===== config.mk =====
export PLATFORM = sky130hd
export DESIGN_NAME = stopwatch_btn_cond
export DESIGN_NICKNAME = d
export VERILOG_FILES = /design/src/rtl/stopwatch_btn_cond.sv
export SDC_FILE = /design/constraint.sdc
export NUM_CORES = 1
export LEC_CHECK = 0
export CAP_MARGIN = 20
export CELL_PAD_IN_SITES_DETAIL_PLACEMENT = 1
export CELL_PAD_IN_SITES_GLOBAL_PLACEMENT = 2
export CORE_MARGIN = 2
export CORE_UTILIZATION = 40
export CTS_CLUSTER_SIZE = 28
export DETAILED_ROUTE_END_ITERATION = 6
export GPL_ROUTABILITY_DRIVEN = 0
export PLACE_DENSITY = 0.8
export REMOVE_ABC_BUFFERS = 1
export SETUP_SLACK_MARGIN = 0.02
export SYNTH_ARGS = -nofsm -noshare
export SYNTH_HDL_FRONTEND = slang
export SYNTH_SLANG_ARGS = --single-unit

===== constraint.sdc =====
create_clock -name clk -period 1.9 [get_ports clk]
set_clock_uncertainty 0.1 [all_clocks]
set_input_delay 0.19 -clock clk [delete_from_list [all_inputs] [get_ports clk]]
set_output_delay 0.19 -clock clk [all_outputs]
set_load 0.05 [all_outputs]

===== src/rtl/stopwatch_btn_cond.sv =====
// Stopwatch button conditioning: sync, debounce and rising-edge strobes.
// At most one command strobe per cycle, priority clr > pause > tenstart > onestart.
module stopwatch_btn_cond #(
    parameter int DB_CYCLES = 16,
    parameter int CNT_W     = 5
) (
    input  logic       clk,
    input  logic       n_rst,
    input  logic       btn_onestart_raw,
    input  logic       btn_tenstart_raw,
    input  logic       btn_pause_raw,
    input  logic       btn_clr_raw,
    output logic       onestart,
    output logic       tenstart,
    output logic       pause,
    output logic       clr,
    output logic [3:0] held
);

    localparam logic [CNT_W-1:0] CNT_MAX = CNT_W'(DB_CYCLES - 1);

    logic [3:0]       w_raw;
    logic [3:0]       w_rise;
    logic [3:0]       w_grant;
    logic [3:0]       r_sync1;
    logic [3:0]       r_sync2;
    logic [3:0]       r_db;
    logic [3:0]       r_db_q;
    logic [3:0]       r_strb;
    logic [CNT_W-1:0] r_cnt [4];

    assign w_raw = {btn_clr_raw, btn_pause_raw,
                    btn_tenstart_raw, btn_onestart_raw};

    always_ff @(posedge clk or negedge n_rst) begin
        if (!n_rst) begin
            r_sync1 <= '0;
            r_sync2 <= '0;
        end else begin
            r_sync1 <= w_raw;
            r_sync2 <= r_sync1;
        end
    end

    // Count only while the synchronized level disagrees with the accepted one.
    always_ff @(posedge clk or negedge n_rst) begin
        if (!n_rst) begin
            r_db <= '0;
            for (int i = 0; i < 4; i++) begin
                r_cnt[i] <= '0;
            end
        end else begin
            for (int i = 0; i < 4; i++) begin
                if (r_sync2[i] == r_db[i]) begin
                    r_cnt[i] <= '0;
                end else if (r_cnt[i] == CNT_MAX) begin
                    r_db[i]  <= r_sync2[i];
                    r_cnt[i] <= '0;
                end else begin
                    r_cnt[i] <= r_cnt[i] + CNT_W'(1);
                end
            end
        end
    end

    assign w_rise = r_db & ~r_db_q;

    always_comb begin
        w_grant = 4'b0000;
        priority case (1'b1)
            w_rise[3]: w_grant = 4'b1000;
            w_rise[2]: w_grant = 4'b0100;
            w_rise[1]: w_grant = 4'b0010;
            w_rise[0]: w_grant = 4'b0001;
            default:   w_grant = 4'b0000;
        endcase
    end

    always_ff @(posedge clk or negedge n_rst) begin
        if (!n_rst) begin
            r_db_q <= '0;
            r_strb <= '0;
        end else begin
            r_db_q <= r_db;
            r_strb <= w_grant;
        end
    end

    assign onestart = r_strb[0];
    assign tenstart = r_strb[1];
    assign pause    = r_strb[2];
    assign clr      = r_strb[3];
    assign held     = r_db;

endmodule


==> reports/metrics.yaml <==
status: "finished, final reports clean"
ys_warn_count: 0
start_kind: "flip-flop"
synth_commonest_cells: "40 x dfrtp_1, 15 x nor2_1, 12 x xor2_1"
max_stage_delay_ns: 0.82
hp-class: "in -> reg"
post-cts-setup-buffer-count: 0
synth_area_per_cell_um2: 14.00
p_total_mw: 1.707
grt_pass1_vias: 911
async_flop_share: 1.000
cts_buffers: 5
clkTransAtPathRegs_ns: 0.07
slew_violations: 0
ys_seq_area_frac: 0.6745
fin_crit_ns: 1.811
grt_max_degree: 41
hpwl_um: 1519
routedWlPerCell_um: 11.86
finalHoldViolations: 0
cts-htree-levels: 2
clock_latency_ns: 0.29
regArea_um2: 1001
cts.sinks: 40
yosysTopAreaCellShare: 0.6745
cts_root_buf: "clkbuf_8"
cp-end-kind: "output pin"
ios: 14
ys_types: 22
ir_worst_vdd_v: 0.0004499
place_area_um2: 1672
drv_cap: 0
setup_viol: 0
via_per_inst: 4.582
max_freq_ghz: 0.5522
grt_usage: 0.1231
tightest_slew_ns: 0.4973
areaGrowthSynthToFinish_pct: 22.01
synth_top_cell_by_area: "dfrtp_1"
fill_cells: 368
vias: 811
antenna_found_initial: 0
diodes: 0
finalCritPeriodShare: 0.9531
crit_buf_inv: 1
first_pass_iters: 4
start_util: 0.4115
grt_pass1_wl_um: 3850
clk_path_buf_depth: 2
core_um2: 3606
fin_area_um2: 1810
final_antenna_net_count: 0
synth.most_common_cell: "dfrtp_1"
drive_gt1_frac: 0.1783
multiInputGateArea_um2: 471.7
die_h_um: 64.91
synth_cells: 106
synth-edff-count: 0
io_buffer_count: 13
drt_wl_total_um: 2099
relSlewSlack: 0.6674
die-area_um2: 4213
ys_ff_latch: 40
arrival_ns: 1.52
cp_max_fo: 5
path_cells: "clkdlybuf4s50_1"
cp_slowest_cell: "clkdlybuf4s50_1"
cts_tree: "built"
p_leak_nw: 0.9390
power.density_nw_per_um2: 942.6
die_w_um: 64.91
tns_ns: 0
yosys-top-cells-area: "dfrtp_1 67%, xor2_1 7.1%, nor2_1 3.8%"
path_delay_family: "buffers and inverters"
rsz0062_at_grt: "false"
drt_iter0_drc: 14
rows: 22
fin_util: 0.5021
synth_area_um2: 1484
crit_type: "reg -> out"
synthFlopType: "dfrtp_1"
post-route-drc-count: 0
layout.nets: 138
critPathRequiredTime_ns: 1.61
grt.overflow.total: 0
## flip-flops by register name, summed over array words and instances (netlist names)
signal / cells
r_strb: 4
r_sync2: 4
r_db_q: 4
r_cnt: 20
r_sync1: 4
held: 4
## worst register-to-register path, stage by stage, from the launching register on
cell and delay, ns:
dfrtp_1 0.37, ha_1 0.19, nand3_1 0.13, nor2_1 0.14
mux2_1 0.34
## cells by family after synthesis
family          after synthesis  synth area share
flops                        40            0.6745
simple gates                 39            0.1669
xor+xnor                     12           0.07083
compound gates                4           0.01602
mux                           4           0.03035
fa+ha+maj                     4           0.03373
buf+inv                       3          0.007588
## per-layer routing
metal	vias to the layer above	global-route usage	wire, µm
met5	-	0	0
met4	0	0.07181	45
met3	6	0.04340	100
met2	14	0.2075	1023
met1	404	0.1330	929
li1	387	-	-
## metrics by stage
stage                     instances  worst slack, ns  hold slack [ns]
after floorplan                 106           0.5848          -0.2056
after global placement          168           0.4011           0.1694
after detailed placement        168           0.3866           0.1768
after CTS                       177          0.05862           0.2296
after global routing            177          0.02897           0.2312
final                           177          0.08916           0.2396
## area by class of cell
class                   count  area share
well taps                  48     0.03317
inverters                   3    0.006220
clock inverters             1     0.01659
multi-input cells          63      0.2605
repair buffers             15     0.07740
flip-flops and latches     40      0.5529
clock buffers               7     0.05321
## where the power goes
part | total, mW | switching, mW | internal (mW)
Sequential | 0.900 | 0.0193 | 0.881
Combinational | 0.0737 | 0.0408 | 0.0329
Clock | 0.733 | 0.270 | 0.463
## layout by cell type (no fill, tap or decap), types with 2 or more instances in the layout
| cell | netlist | routed |
|---|---|---|
| xor2_1 | 12 | 12 |
| o21ai_1 | 3 | 3 |
| nor2_1 | 15 | 15 |
| dfrtp_1 | 40 | 40 |
| nand3_2 | 2 | 2 |
| and2_1 | 4 | 4 |
| clkdlybuf4s50_1 | 0 | 9 |
| nand3_1 | 6 | 6 |
| ha_1 | 4 | 4 |
| and3_1 | 3 | 3 |
| mux2_1 | 3 | 3 |
| inv_1 | 3 | 3 |
| buf_4 | 0 | 3 |
| clkbuf_8 | 0 | 7 |
## worst paths after layout
| path | from | cells after the start | endpoint | slack (ns) |
|---|---|---|---|---|
| max | held[3] | 1 | held[3] | 0.09 |
| max reg2reg | r_cnt[15] | 4 | held[0] | 0.52 |
| min | btn_pause_raw | 1 | r_sync1[2] | 0.24 |
| max in group asynchronous | n_rst | 3 | r_sync1[3] | 0.98 |
| min reg2reg | r_sync1[3] | 0 | r_sync2[3] | 0.24 |
| min in group asynchronous | n_rst | 3 | r_sync2[2] | 0.38 |
## what timing repair did
| item | in CTS | in global routing |
|---|---|---|
| hold buffers | 1 | 0 |
| hold endpoints to repair | 40 | 0 |
| endpoints found under the setup margin | 0 | 1 |
| gates resized for setup | 0 | 1 |
Power figures use the tool's default switching activity.
